--- src/rtl/eth_rx_frame_meter.sv ---
// AXI-Stream register slice that measures each frame's byte length into a small FWFT length FIFO.
// Define ETH_RX_FRAME_METER_IRQ_EN to add the irq_en_i/irq_o frame-available interrupt.
module eth_rx_frame_meter #(
    parameter int DataWidth     = 32,
    parameter int LenWidth      = 16,
    parameter int LenFifoDepth  = 4,
    parameter int MaxFrameBytes = 1518
) (
    input  logic                                 clk_i,
    input  logic                                 rst_ni,
    input  logic [DataWidth-1:0]                 s_tdata_i,
    input  logic [DataWidth/8-1:0]               s_tkeep_i,
    input  logic                                 s_tlast_i,
    input  logic                                 s_tvalid_i,
    output logic                                 s_tready_o,
    output logic [DataWidth-1:0]                 m_tdata_o,
    output logic [DataWidth/8-1:0]               m_tkeep_o,
    output logic                                 m_tlast_o,
    output logic                                 m_tvalid_o,
    input  logic                                 m_tready_i,
    output logic [LenWidth-1:0]                  len_o,
    output logic                                 len_oversize_o,
    output logic                                 len_valid_o,
    input  logic                                 len_ready_i,
`ifdef ETH_RX_FRAME_METER_IRQ_EN
    output logic [$clog2(LenFifoDepth+1)-1:0]    len_count_o,
    input  logic                                 irq_en_i,
    output logic                                 irq_o
`else
    output logic [$clog2(LenFifoDepth+1)-1:0]    len_count_o
`endif
);

    localparam int KeepWidth = DataWidth / 8;
    localparam int PopWidth  = $clog2(KeepWidth + 1);
    localparam int CntWidth  = $clog2(LenFifoDepth + 1);
    localparam int PtrWidth  = $clog2(LenFifoDepth);
    localparam logic [LenWidth:0]   MaxBytes  = (LenWidth+1)'(MaxFrameBytes);
    localparam logic [PtrWidth-1:0] LastPtr   = PtrWidth'(LenFifoDepth - 1);
    localparam logic [CntWidth-1:0] FullCount = CntWidth'(LenFifoDepth);

    logic                  m_tvalid_q, m_tvalid_d;
    logic [DataWidth-1:0]  m_tdata_q, m_tdata_d;
    logic [KeepWidth-1:0]  m_tkeep_q, m_tkeep_d;
    logic                  m_tlast_q, m_tlast_d;
    logic [LenWidth-1:0]   cnt_q, cnt_d;
    logic                  over_q, over_d;
    logic [PtrWidth-1:0]   rd_ptr_q, rd_ptr_d, wr_ptr_q, wr_ptr_d;
    logic [CntWidth-1:0]   count_q, count_d;
    logic                  full_q, full_d;
    logic [LenWidth:0]     fifo_mem_q [LenFifoDepth];

    logic                  accept, push, pop;
    logic [PopWidth-1:0]   popcnt;
    logic [LenWidth:0]     sum;
    logic [LenWidth-1:0]   sum_sat;
    logic                  sum_over;

    function automatic logic [PtrWidth-1:0] ptr_inc(input logic [PtrWidth-1:0] p);
        return (p == LastPtr) ? '0 : p + 1'b1;
    endfunction

    // Ready is deliberately independent of s_tvalid_i; a full length FIFO stalls every beat.
    assign s_tready_o = (!m_tvalid_q || m_tready_i) && !full_q;
    assign accept     = s_tvalid_i && s_tready_o;
    assign push       = accept && s_tlast_i;
    assign pop        = len_valid_o && len_ready_i;

    always_comb begin
        popcnt = '0;
        for (int i = 0; i < KeepWidth; i++) begin
            popcnt = popcnt + PopWidth'(s_tkeep_i[i]);
        end
        sum      = {1'b0, cnt_q} + (LenWidth+1)'(popcnt);
        sum_sat  = sum[LenWidth] ? '1 : sum[LenWidth-1:0];
        sum_over = sum > MaxBytes;
    end

    always_comb begin
        m_tvalid_d = m_tvalid_q;
        m_tdata_d  = m_tdata_q;
        m_tkeep_d  = m_tkeep_q;
        m_tlast_d  = m_tlast_q;
        cnt_d      = cnt_q;
        over_d     = over_q;
        rd_ptr_d   = pop  ? ptr_inc(rd_ptr_q) : rd_ptr_q;
        wr_ptr_d   = push ? ptr_inc(wr_ptr_q) : wr_ptr_q;
        count_d    = count_q;

        if (accept) begin
            m_tvalid_d = 1'b1;
            m_tdata_d  = s_tdata_i;
            m_tkeep_d  = s_tkeep_i;
            m_tlast_d  = s_tlast_i;
            if (s_tlast_i) begin
                cnt_d  = '0;
                over_d = 1'b0;
            end else begin
                cnt_d  = sum_sat;
                over_d = over_q | sum_over;
            end
        end else if (m_tready_i) begin
            m_tvalid_d = 1'b0;
        end

        case ({push, pop})
            2'b10:   count_d = count_q + 1'b1;
            2'b01:   count_d = count_q - 1'b1;
            default: count_d = count_q;
        endcase
        full_d = (count_d == FullCount);
    end

    always_ff @(posedge clk_i) begin
        if (!rst_ni) begin
            m_tvalid_q <= 1'b0;
            m_tdata_q  <= '0;
            m_tkeep_q  <= '0;
            m_tlast_q  <= 1'b0;
            cnt_q      <= '0;
            over_q     <= 1'b0;
            rd_ptr_q   <= '0;
            wr_ptr_q   <= '0;
            count_q    <= '0;
            full_q     <= 1'b0;
        end else begin
            m_tvalid_q <= m_tvalid_d;
            m_tdata_q  <= m_tdata_d;
            m_tkeep_q  <= m_tkeep_d;
            m_tlast_q  <= m_tlast_d;
            cnt_q      <= cnt_d;
            over_q     <= over_d;
            rd_ptr_q   <= rd_ptr_d;
            wr_ptr_q   <= wr_ptr_d;
            count_q    <= count_d;
            full_q     <= full_d;
        end
    end

    // Storage needs no reset: stale entries are unreachable once the count is cleared.
    always_ff @(posedge clk_i) begin
        if (push) begin
            fifo_mem_q[wr_ptr_q] <= {over_q | sum_over, sum_sat};
        end
    end

    assign m_tvalid_o  = m_tvalid_q;
    assign m_tdata_o   = m_tdata_q;
    assign m_tkeep_o   = m_tkeep_q;
    assign m_tlast_o   = m_tlast_q;
    assign len_valid_o = (count_q != '0);
    assign len_count_o = count_q;
    assign {len_oversize_o, len_o} = len_valid_o ? fifo_mem_q[rd_ptr_q] : '0;

`ifdef ETH_RX_FRAME_METER_IRQ_EN
    logic irq_q;

    always_ff @(posedge clk_i) begin
        if (!rst_ni) begin
            irq_q <= 1'b0;
        end else begin
            irq_q <= irq_en_i && (count_d != '0);
        end
    end

    assign irq_o = irq_q;
`endif

endmodule

--- config.mk ---
export PLATFORM = sky130hd
export DESIGN_NAME = eth_rx_frame_meter
export DESIGN_NICKNAME = d
export VERILOG_FILES = /design/src/rtl/eth_rx_frame_meter.sv
export SDC_FILE = /design/constraint.sdc
export NUM_CORES = 1
export LEC_CHECK = 0
export ABC_AREA = 1
export CAP_MARGIN = 20
export CORE_MARGIN = 2
export CORE_UTILIZATION = 36
export CTS_BUF_LIST = sky130_fd_sc_hd__clkbuf_8
export DETAILED_ROUTE_END_ITERATION = 7
export GPL_TIMING_DRIVEN = 0
export PLACE_DENSITY = 0.62
export SYNTH_ARGS = -nofsm -noshare
export SYNTH_HDL_FRONTEND = slang
export SYNTH_SLANG_ARGS = --single-unit
--- constraint.sdc ---
create_clock -name clk_i -period 3.65 [get_ports clk_i]
set_clock_uncertainty 0.05 [all_clocks]
set_input_delay 0.73 -clock clk_i [delete_from_list [all_inputs] [get_ports clk_i]]
set_output_delay 0.73 -clock clk_i [all_outputs]
set_load 0.005 [all_outputs]
* Yosys cells after proc, flatten, opt, wreduce, memory -nomap -nowiden
Memory sizes are Yosys's and may differ from the RTL's. A register that Yosys moved wholly into a read port is not among the register bits. Index checks and enable logic that the tools add are counted.
Word-level totals: bits in registers 63, memory bits (writable) 68, bits of input ports 42, output and inout port bits 60, word-level logic and storage cells 48, memories 1
Memory list:
- fifo_mem_q | words 4, width 17, read ports 1, clocked after memory_dff 1, wr ports 1, line 51 | logic [LenWidth:0] fifo_mem_q [LenFifoDepth];
Operators by class: add/sub/neg operators 8, $lt $le $gt $ge 1, equal/unequal tests 5, multiplexer cells 13, bitwise gates (word level) 1, reductions and logical operators 9
Operators with widths (count):
- $mux W16 | 2
- $add A16 B3 Y17 | 1
- $gt A17 B11 Y1 const B | 1
- $mux W17 | 1
- $mux W2 | 4
- $eq A2 B2 Y1 const B | 3
- $pmux W3 S2 | 1
- $mux W1 | 5
- $add A2 B1 Y2 const B | 2
- $logic_and A1 B1 Y1 | 4
- $add A2 B1 Y3 | 1
- $add A3 B1 Y3 | 1
- $add A3 B1 Y3 const B | 1
- $eq A3 B3 Y1 const B | 1
- $reduce_bool A3 Y1 | 1
- $sub A3 B1 Y3 const B | 1
- $add A1 B1 Y2 | 1
- $eq A2 B1 Y1 const B | 1
- $logic_not A1 Y1 | 2
- $reduce_bool A2 Y1 | 1
- $logic_or A1 B1 Y1 | 1
- $or A1 B1 Y1 | 1

* Depth between registers and ports, before layout
Gate-level depths: netlist of run 1.
depth in word-level cells 8, mapped depth 17, gate-level depth less buffers 16

* Least setup slack after synthesis of run 1
OpenSTA, ideal clock, no wires.
path type in2reg, start in s_tkeep_i[0], end mem fifo_mem_q[0][16] (netlist bit), data pin, library setup time 273 ps, arrival time 2753 ps, data required time 3327 ps, setup slack 575 ps, stages on the path 8, buffers on the path 0, cells stage by stage fa_1 > fa_1 > fa_1 > nand3_1 > xor2_1 > nand2_1 > nand3_1 > nand3_2
On the way: cells in the longest elaborated chain, start to end 6
RTL lines:
- start: declaration | line 12 | input logic [DataWidth/8-1:0] s_tkeep_i,
- $add A1 B1 Y2 | line 72 | popcnt = popcnt + PopWidth'(s_tkeep_i[i]);
- $add A2 B1 Y3 | line 72
- $add A3 B1 Y3 | line 72
- $add A16 B3 Y17 | line 74 | sum = {1'b0, cnt_q} + (LenWidth+1)'(popcnt);
- $gt A17 B11 Y1 | line 76 | sum_over = sum > MaxBytes;
- $or A1 B1 Y1 | line 143 | fifo_mem_q[wr_ptr_q] <= {over_q | sum_over, sum_sat};
- end: declaration | line 51
Every way passes these cells.

==> results of run 1 <==
[report_power, final]
group / leakage (nW) / total (mW) / switching (mW) / internal, mW
logic: 1.51 / 1.30 / 0.691 / 0.604
registers: 1.17 / 1.74 / 0.0569 / 1.68
clock network: 0.205 / 1.20 / 0.544 / 0.657
total: 2.89 / 4.23 / 1.29 / 2.94
[kinds of logic (layout without fill, tap and decap cells)]
group	Yosys count	count (layout)	share of synthesized area, %
DFF	133	133	57.0
and+or+nand+nor	298	298	23.2
xor gates and xnor gates	4	4	0.597
AOI/OAI and AO/OA	119	119	11.0
adders and majority gates	11	11	2.86
buffers and inverters	74	210	5.33
[flip-flops by register name, indices dropped and copies added, names as in the netlist, 2 cells and up, named ones only]
name and flops:
fifo_mem_q 68, m_tdata_o 32, cnt_q 16, m_tkeep_o 4, len_count_o 3, rd_ptr_q 2
wr_ptr_q 2
[metrics by stage]
| step | hold WS, ns | power, mW |
|---|---|---|
| 2_1_floorplan | 0.411 | 2.41 |
| 3_3_place_gp | 0.402 | 3.04 |
| 3_5_place_dp | 0.407 | 3.08 |
| 4_1_cts | 0.420 | 4.28 |
| 5_1_grt | 0.431 | 4.48 |
| 6_report | 0.417 | 4.23 |
[per-layer routing]
metal  vias to the layer above  global-route usage (%)  routed length (um)
li1                       2343                       -                   -
met1                      2097                    19.5                6120
met2                       137                    26.5                6440
met3                        12                    5.52                1030
met4                         0                    5.92                 159
met5                         -                       0                   0
[cell usage in the layout, fill, tap and decap left out, types with 9 or more instances in the layout]
cell	synthesis	final
buf_2	9	9
inv_1	39	43
edfxtp_1	68	68
o21ai_0	41	41
nand2_1	149	149
nor2_1	88	84
clkdlybuf4s50_1	0	101
nor2_2	8	12
a21oi_1	62	62
clkbuf_1	16	16
dfxtp_1	65	65
clkbuf_8	0	17
nand2_2	10	10
nand3_1	16	16
a21oi_2	10	10
[Yosys cell counts, types with 2 or more instances]
master and number:
o21bai_1 2, o21ai_0 41, ha_1 7, buf_4 2, inv_1 39, inv_2 4
a211oi_1 2, nand4_1 5, dfxtp_1 65, buf_2 9, nor2_4 4, nand2_2 10
nor2_2 8, xor2_1 3, nand3_2 2, nand3_1 16, fa_1 4, nand3_4 4
a21oi_1 62, nor2_1 88, edfxtp_1 68, nand2_1 149, buf_1 2, nand2_4 7
clkbuf_1 16, a21oi_2 10
[layout make-up]
class	count	share of cell area, %
Inverter	44	2.18
Clock buffer	17	3.09
Multi-Input combinational cell	432	29.3
Sequential cell	133	44.1
Clock inverter	15	2.00
Tap cell	216	3.57
Timing Repair Buffer	104	13.8
Buffer	30	1.95
[worst max-delay path, stage by stage, from the launching register on]
cell and delay (ns):
dfxtp_1 0.31, clkbuf_1 0.32, clkbuf_1 0.50, nor2_1 0.11, nor2_1 0.09, o21ai_0 0.10
a21oi_1 0.19, clkdlybuf4s50_1 0.54
[worst min path at each step]
stage	from	end	slack (ns)	depth (start not counted)
floorplan	m_tdata_o[0]	m_tdata_o[0]	0.41	2
global placement	m_tdata_o[7]	m_tdata_o[7]	0.40	2
detailed placement	m_tdata_o[26]	m_tdata_o[26]	0.41	2
CTS	m_tdata_o[26]	m_tdata_o[26]	0.42	2
global route	m_tdata_o[26]	m_tdata_o[26]	0.43	2
finish	m_tdata_o[21]	m_tdata_o[21]	0.42	2
==> results.md, run 1 <==
* Worst path required time at 2.87 ns
* Minimum clock period after layout at 3.37 ns
* DR vias/cell at 4.63
* Status: completed
* Post-CTS sizing at 0
* Finished Core Util at 47.7%
* Final hold violations at 0
* Sequential area share after synthesis at 57.0%
* ANT cells at 0
* P_leak at 2.89 nW
* Dpl hpwl at 10000 um
* Die Ht at 132 um
* Crit path DAT at 2.59 ns
* Period utilisation layout at 92.3%
* Post-synth EDFFs at 68
* Port bufs at 101
* Hold Crit Class: flop to flop
* Warnings, synthesis at 0
* FF/Latch Area at 3340 um2
* Full die area at 17300 um2
* Row count at 46
* Post-DRT Antenna Nets at 0
* Seq cells post-synth at 133
* DRT Wirelength at 13700 um
* Syn avg cell area at 9.19 um2
* Pwr Density at 558 nW/um2
* Crit start category: flop
* Yosys top cell area share at 34.8%
* H-tree levels at 4
* Root buffer cell: clkbuf_8
* Slew @ Worst Pin at 0.912 ns
* Clk buf depth at 2
* Clk_lat worst skew at 0.43 ns
* CTS clk-pin slew, worst paths at 0.07 ns
* Area grow syn2layout at 29.1%
* Crit path kind: flop to primary output
* Mapped Area at 5870 um2
* Dpl cells at 959
* Post-route cell area at 7580 um2
* Max Clock Freq at 297 MHz
* Post-CTS Setup Bufs at 0
* Max-cap violations at 0
* Most area-hungry cell type in the Yosys netlist: edfxtp_1
* DR WL/cell at 13.9 um
* Reg2reg start: len_count_o[2]
* Core Box Area at 15900 um2
* Final Wtd Congestion at 0.853
* Max VDD drop at 0.360 mV
* Io pins at 102
* Setup TNS at 0 ns
* Share of cells above drive strength 1 at 12.4%
* DR pass1 iterations at 4
* R2r setup slk at 1.16 ns
* R2R cell count at 10
* Initial antenna violation count at 0
* Synth Instances at 639
* Largest net degree at the start of global routing at 18
* Multi-input gate area at 2220 um2
* Global-route wire length before repair at 22000 um
* Hold-fix buffers, CTS at 0
* TritonCTS Sinks at 133
* Final worst slack at 0.282 ns
* Final non-filler cell total at 991
* DRC viols at 0
* TritonCTS clock tree: yes
* Die width at 132 um
* Crit Reg-Reg Endpoint: full_q
* Slew Limit Fails at 0
* Initial Util at 36.9%
* End of the critical path: len_o[14]
* Fillers at 1494
* Final setup viols at 0
* Asr flop ratio synth at 0%
* Slew margin rel. at 39.2%
* Vias in the first global route at 4490
* Synth top area cells: edfxtp_1, dfxtp_1, nand2_1
* Nets@finish at 815
* GRT Util Overall at 16.1%
* Syn Nets at 692
* Total number of vias at 4589
* Congestion Overflow GR at 0
* Unrepaired setup endpoints after global routing: no
* CP Capture Type: primary output
* DRT iter0 DRCs at 295
* Cell Area, Placed at 7190 um2
* CP Max Fanout at 10
* CTS Buf Count at 17
* Place WS at -0.137 ns
* Synth cell types at 36
* Primary FF master, synth: edfxtp_1
Power figures use the tool's default switching activity.
==> run 2, diff against run 1 <==
--- a/config.mk
+++ b/config.mk
@@ -8,11 +8,12 @@
 export ABC_AREA = 1
 export CAP_MARGIN = 20
 export CORE_MARGIN = 2
-export CORE_UTILIZATION = 36
+export CORE_UTILIZATION = 45
 export CTS_BUF_LIST = sky130_fd_sc_hd__clkbuf_8
 export DETAILED_ROUTE_END_ITERATION = 7
 export GPL_TIMING_DRIVEN = 0
-export PLACE_DENSITY = 0.62
+export PLACE_DENSITY = 0.74
+export SKIP_CTS_REPAIR_TIMING = 1
 export SYNTH_ARGS = -nofsm -noshare
 export SYNTH_HDL_FRONTEND = slang
 export SYNTH_SLANG_ARGS = --single-unit
==> run 2 against run 1 <==
Net effect: core utilization grew 12 points; die area fell by 19%; first-iteration DRC count rose by 1.4%; setup slack got worse by 0.15 ns; non-clock buffer count down 1; power grew 4.0%; register-to-register slack about the same; final area is 0.17% lower; sequential cell count unchanged; highest routed layer unchanged; largest cell class unchanged; largest power group unchanged; global-route usage up 4.2 points; worst hold slack better by 0.00084 ns; critical path depth unchanged.
==> results.md, run 2 (synthesis gave the netlist of run 1 again) <==
* Area grow syn2layout at 28.9% (was 29.1%)
* Final hold violations at 0 (unchanged)
* CP Max Fanout at 10 (unchanged)
* H-tree levels at 4 (unchanged)
* Commonest non-fill, non-tap cell in the layout: nand2_1 (unchanged)
* Row count at 41 (was 46)
* Core Box Area at 12700 um2 (was 15900 um2)
* Initial Util at 46.3% (was 36.9%)
* Final non-filler cell total at 946 (was 991)
* Port bufs at 101 (unchanged)
* Root buffer cell: clkbuf_8 (unchanged)
* Dpl cells at 914 (was 959)
* TritonCTS Sinks at 133 (unchanged)
* CTS Buf Count at 17 (unchanged)
* Minimum clock period after layout at 3.52 ns (was 3.37 ns)
* Worst path required time at 2.87 ns (about the same)
* Post-route cell area at 7570 um2 (was 7580 um2)
* Cells along the critical path: clkbuf_1 -> clkbuf_1 -> nor2_1 -> nor2_1 -> o21ai_0 -> a21oi_1 -> clkdlybuf4s50_1 (unchanged)
* Crit path kind: flop to primary output (unchanged)
* Final Wtd Congestion at 0.848 (was 0.853)
* DRC viols at 0 (unchanged)
* Initial antenna violation count at 0 (unchanged)
* Unrepaired setup endpoints after global routing: no (unchanged)
* DRT Wirelength at 13700 um (about the same)
* Crit path DAT at 2.74 ns (was 2.59 ns)
* Share of cells above drive strength 1 at 12.8% (was 12.4%)
* Slew Limit Fails at 0 (unchanged)
* Period utilisation layout at 96.3% (was 92.3%)
* Post-DRT Antenna Nets at 0 (unchanged)
* Status: completed (unchanged)
* Final setup viols at 0 (unchanged)
* Max Clock Freq at 284 MHz (was 297 MHz)
* Io pins at 102 (unchanged)
* CTS clk-pin slew, worst paths at 0.07 ns (about the same)
* GRT Util Overall at 20.3% (was 16.1%)
* Full die area at 14000 um2 (was 17300 um2)
* Global-route wire length before repair at 22400 um (was 22000 um)
* Hold Crit Class: flop to flop (unchanged)
* Max FFs per register at 68 (unchanged)
* Vias in the first global route at 4732 (was 4490)
* Dpl hpwl at 9790 um (was 10000 um)
* Max-cap violations at 0 (unchanged)
* Nets@finish at 814 (was 815)
* Crit start category: flop (unchanged)
* Die Ht at 118 um (was 132 um)
* Clk buf depth at 2 (unchanged)
* Slew margin rel. at 32.9% (was 39.2%)
* Slew @ Worst Pin at 1.00 ns (was 0.912 ns)
* ANT cells at 0 (unchanged)
* Pwr Density at 581 nW/um2 (was 558 nW/um2)
* Most frequent cells in the layout: nand2_1, clkdlybuf4s50_1, nor2_1 (unchanged)
* Most flops, register: fifo_mem_q (unchanged)
* P_leak at 2.88 nW (was 2.89 nW)
* DR pass1 iterations at 5 (was 4)
* DR vias/cell at 5.00 (was 4.63)
* Slowest-stage cell, CP: clkdlybuf4s50_1 (unchanged)
* Largest net degree at the start of global routing at 18 (unchanged)
* Total number of vias at 4733 (was 4589)
* CP max stage delay at 0.53 ns (was 0.54 ns)
* Die width at 118 um (was 132 um)
* TritonCTS clock tree: yes (unchanged)
* CP Capture Type: primary output (unchanged)
* Worst hold slack at 0.418 ns (was 0.417 ns)
* Clk_lat worst skew at 0.46 ns (was 0.43 ns)
* DR WL/cell at 14.4 um (was 13.9 um)
* Congestion Overflow GR at 0 (unchanged)
* DRT iter0 DRCs at 299 (was 295)
* Max VDD drop at 0.344 mV (was 0.360 mV)
* Cell Area, Placed at 7120 um2 (was 7190 um2)
## run 2: changes by cell type in the layout (fill, tap and decap cells not counted), sizes merged
| cell | before | now |
|---|---|---|
| clkinv | 7 | 5 |
| bufinv | 3 | 4 |
| clkbuf | 33 | 34 |
| buf | 17 | 16 |
| inv | 47 | 46 |
| clkinvlp | 2 | 3 |
## run 2: per-layer routing
metal	global-route usage, %	vias to the layer above	part of all wire, %
met3	6.56	23	7.9
met1	23.1	2184	41
met4	9.79	0	1.9
met5	0	-	0
met2	34.2	173	49
li1	-	2353	-
## run 2: critical path: cells and delay by family, from the launching register on
kind / cells / cell delay, ns
compound gates: 2 / 0.37
buf+inv: 3 / 1.29
flops: 1 / 0.32
simple gates: 2 / 0.30
## run 2: report_power, final
| part | internal (mW) | switching, mW | leakage [nW] |
|---|---|---|---|
| logic | 0.606 | 0.692 | 1.51 |
| registers | 1.68 | 0.0576 | 1.15 |
| clock network | 0.769 | 0.596 | 0.216 |
| total | 3.05 | 1.35 | 2.88 |
## run 2: area by class of cell
cell class | instances | area, um2
Tap cell | 172 | 215
Fill cell | 1089 | 5100
Timing Repair Buffer | 103 | 1030
Clock buffer | 18 | 248
Inverter | 44 | 165
Clock inverter | 14 | 200
Sequential cell | 133 | 3340
Buffer | 30 | 148
Multi-Input combinational cell | 432 | 2220
## run 2: final timing paths
path | cells after the start | slack [ns] | to | from
worst min register to register | 2 | 0.42 | m_tdata_o[17] | m_tdata_o[17]
worst min-delay path | 2 | 0.42 | m_tdata_o[17] | m_tdata_o[17]
worst max-delay path | 7 | 0.13 | len_oversize_o | flop
worst max register to register | 10 | 1.17 | full_q | len_count_o[2]
## run 2: metrics by stage
stage	setup slack [ns]	total power [mW]	TNS, ns	utilization, %
after floorplan	0.575	2.41	0	-
after global placement	-0.111	3.02	-0.490	56.0
after detailed placement	-0.133	3.07	-0.702	56.2
after CTS	0.171	4.42	0	59.7
after global routing	0.00702	4.62	0	59.7
final	0.135	4.40	0	59.7
==> run 3, diff against run 2 <==
--- a/config.mk
+++ b/config.mk
@@ -12,6 +12,7 @@
 export CTS_BUF_LIST = sky130_fd_sc_hd__clkbuf_8
 export DETAILED_ROUTE_END_ITERATION = 7
 export GPL_TIMING_DRIVEN = 0
+export MAX_ROUTING_LAYER = met4
 export PLACE_DENSITY = 0.74
 export SKIP_CTS_REPAIR_TIMING = 1
 export SYNTH_ARGS = -nofsm -noshare
==> run 3 against run 2 <==
Net effect: first-iteration DRC count decreased by 8.7%; setup slack improved by 0.16 ns; sequential power about the same; count of clock-buffer cells in the layout unchanged; global-route usage increased by 0.42 points.
==> results.md, run 3 (synthesis gave the netlist of run 1 again) <==
* Root buffer cell: clkbuf_8 (unchanged)
* Sequential power share at 40.3% (was 39.4%)
* Max FFs per register at 68 (unchanged)
* Vias in the first global route at 4611 (was 4732)
* Period utilisation layout at 91.9% (was 96.3%)
* Slew Limit Fails at 0 (unchanged)
* Switching pwr at 1.33 mW (was 1.35 mW)
* DRT iter0 DRCs at 273 (was 299)
* Final worst slack at 0.295 ns (was 0.135 ns)
* Initial Util at 46.3% (unchanged)
* Most flops, register: fifo_mem_q (unchanged)
* Hold Crit Class: flop to flop (unchanged)
* Unrepaired setup endpoints after global routing: no (unchanged)
* WP buf/inv at 3 (unchanged)
* Congestion Overflow GR at 0 (unchanged)
* Slowest-stage cell, CP: clkdlybuf4s50_1 (unchanged)
* Final hold violations at 0 (unchanged)
* Total number of vias at 4617 (was 4733)
* Crit path kind: flop to primary output (unchanged)
* Max VDD drop at 0.236 mV (was 0.344 mV)
* Delay-heaviest family, CP: buffers and inverters (unchanged)
* DR vias/cell at 4.88 (was 5.00)
* DR pass1 iterations at 5 (unchanged)
* Row count at 41 (unchanged)
* P_leak at 2.87 nW (was 2.88 nW)
* Minimum clock period after layout at 3.36 ns (was 3.52 ns)
* Post-route cell area at 7540 um2 (was 7570 um2)
* Status: completed (unchanged)
* Final Wtd Congestion at 0.840 (was 0.848)
* CTS clk-pin slew, worst paths at 0.08 ns (was 0.07 ns)
* Initial antenna violation count at 0 (unchanged)
* DRT Wirelength at 13300 um (was 13700 um)
* Commonest non-fill, non-tap cell in the layout: nand2_1 (unchanged)
* Largest net degree at the start of global routing at 18 (unchanged)
* Worst path required time at 2.87 ns (about the same)
* Post-DRT Antenna Nets at 0 (unchanged)
* Full die area at 14000 um2 (unchanged)
* GRT Util Overall at 20.7% (was 20.3%)
* Finished Core Util at 59.5% (was 59.7%)
* FF/Latch Area at 3340 um2 (unchanged)
* Global-route wire length before repair at 21900 um (was 22400 um)
* Clk buf depth at 2 (unchanged)
* Dpl hpwl at 9720 um (was 9790 um)
* Cell Area, Placed at 7120 um2 (unchanged)
* Max-cap violations at 0 (unchanged)
* ANT cells at 0 (unchanged)
* Crit path DAT at 2.58 ns (was 2.74 ns)
* Int Pwr at 2.98 mW (was 3.05 mW)
* DRC viols at 0 (unchanged)
* Combinational share of power at 29.8% (was 29.5%)
* Port bufs at 101 (unchanged)
* Switching share of power at 30.8% (was 30.6%)
* Die Ht at 118 um (unchanged)
* Pwr Density at 571 nW/um2 (was 581 nW/um2)
* Slew margin rel. at 36.8% (was 32.9%)
* Slew @ Worst Pin at 0.946 ns (was 1.00 ns)
* CP max stage delay at 0.54 ns (was 0.53 ns)
* CP Capture Type: primary output (unchanged)
* Share of cells above drive strength 1 at 12.8% (unchanged)
* Clk pwr share at 29.9% (was 31.0%)
* Max Clock Freq at 298 MHz (was 284 MHz)
* CP Max Fanout at 10 (unchanged)
* Core Box Area at 12700 um2 (unchanged)
* Final setup viols at 0 (unchanged)
* DR WL/cell at 14.1 um (was 14.4 um)
* Multi-input gate area at 2220 um2 (unchanged)
* Die width at 118 um (unchanged)
* Area grow syn2layout at 28.5% (was 28.9%)
* TritonCTS clock tree: yes (unchanged)
* Nets@finish at 814 (unchanged)
* CTS Buf Count at 17 (unchanged)
* Fillers at 1100 (was 1089)
* Crit start category: flop (unchanged)
* Clk_lat worst skew at 0.46 ns (about the same)
* Most frequent cells in the layout: nand2_1, clkdlybuf4s50_1, nor2_1 (unchanged)
* Io pins at 102 (unchanged)
* Cells along the critical path: clkbuf_1 -> clkbuf_1 -> nor2_1 -> nor2_1 -> o21ai_0 -> a21oi_1 -> clkdlybuf4s50_1 (unchanged)
* TritonCTS Sinks at 133 (unchanged)
* H-tree levels at 4 (unchanged)
* Place WS at -0.177 ns (was -0.133 ns)
==> run 3: changes by cell type in the layout (fill, tap and decap cells not counted) <==
cell / previous run / this run
inv_6: 3 / 2
clkinv_4: 3 / 5
bufinv_16: 4 / 3
clkinv_2: 1 / 2
clkinvlp_4: 3 / 2
==> run 3: path summary, 6_finish.rpt <==
| path | start | endpoint | slack [ns] | cells after the start |
|---|---|---|---|---|
| min | m_tdata_o[26] | m_tdata_o[26] | 0.42 | 2 |
| max reg2reg | m_tvalid_o | full_q | 1.18 | 16 |
| max | flop | len_o[14] | 0.29 | 7 |
| min reg2reg | m_tdata_o[26] | m_tdata_o[26] | 0.42 | 2 |
==> run 3: through the flow <==
stage,setup TNS [ns],total power [mW],instances,hold slack (ns)
floorplan,0,2.41,639,0.411
global placement,-0.530,3.01,912,0.402
detailed placement,-1.99,3.05,914,0.406
CTS,0,4.35,946,0.419
global route,0,4.55,946,0.437
finish,0,4.31,946,0.420
==> run 3: worst min-delay path: stages, from the launching register on <==
cell     delay (ns)
dfxtp_1        0.32
nand2_1        0.06
a21oi_1        0.05
==> run 3: layout make-up <==
| type | count | share of cell area, % |
|---|---|---|
| well taps | 172 | 2.85 |
| repair buffers | 103 | 13.7 |
| clock inverters | 14 | 2.34 |
| clock buffers | 18 | 3.28 |
| plain buffers | 30 | 1.96 |
| flip-flops and latches | 133 | 44.3 |
| inverters | 44 | 2.19 |
| multi-input cells | 432 | 29.4 |
==> run 3: power groups by stage <==
stage	registers [mW]	logic, mW	clock network (mW)
5_1_grt	1.75	1.42	1.38
6_report	1.74	1.28	1.29
2_1_floorplan	1.76	0.642	0
3_5_place_dp	1.77	1.28	0
4_1_cts	1.74	1.30	1.32
3_3_place_gp	1.76	1.25	0
==> run 3: routing by layer <==
layer  up-vias  track usage, %  part of all wire [%]
met2       131            34.2                    49
met3        15            5.65                   5.5
met1      2126            23.9                    44
li1       2345               -                     -
met4         0            8.21                   1.5
met5         -               -                     0
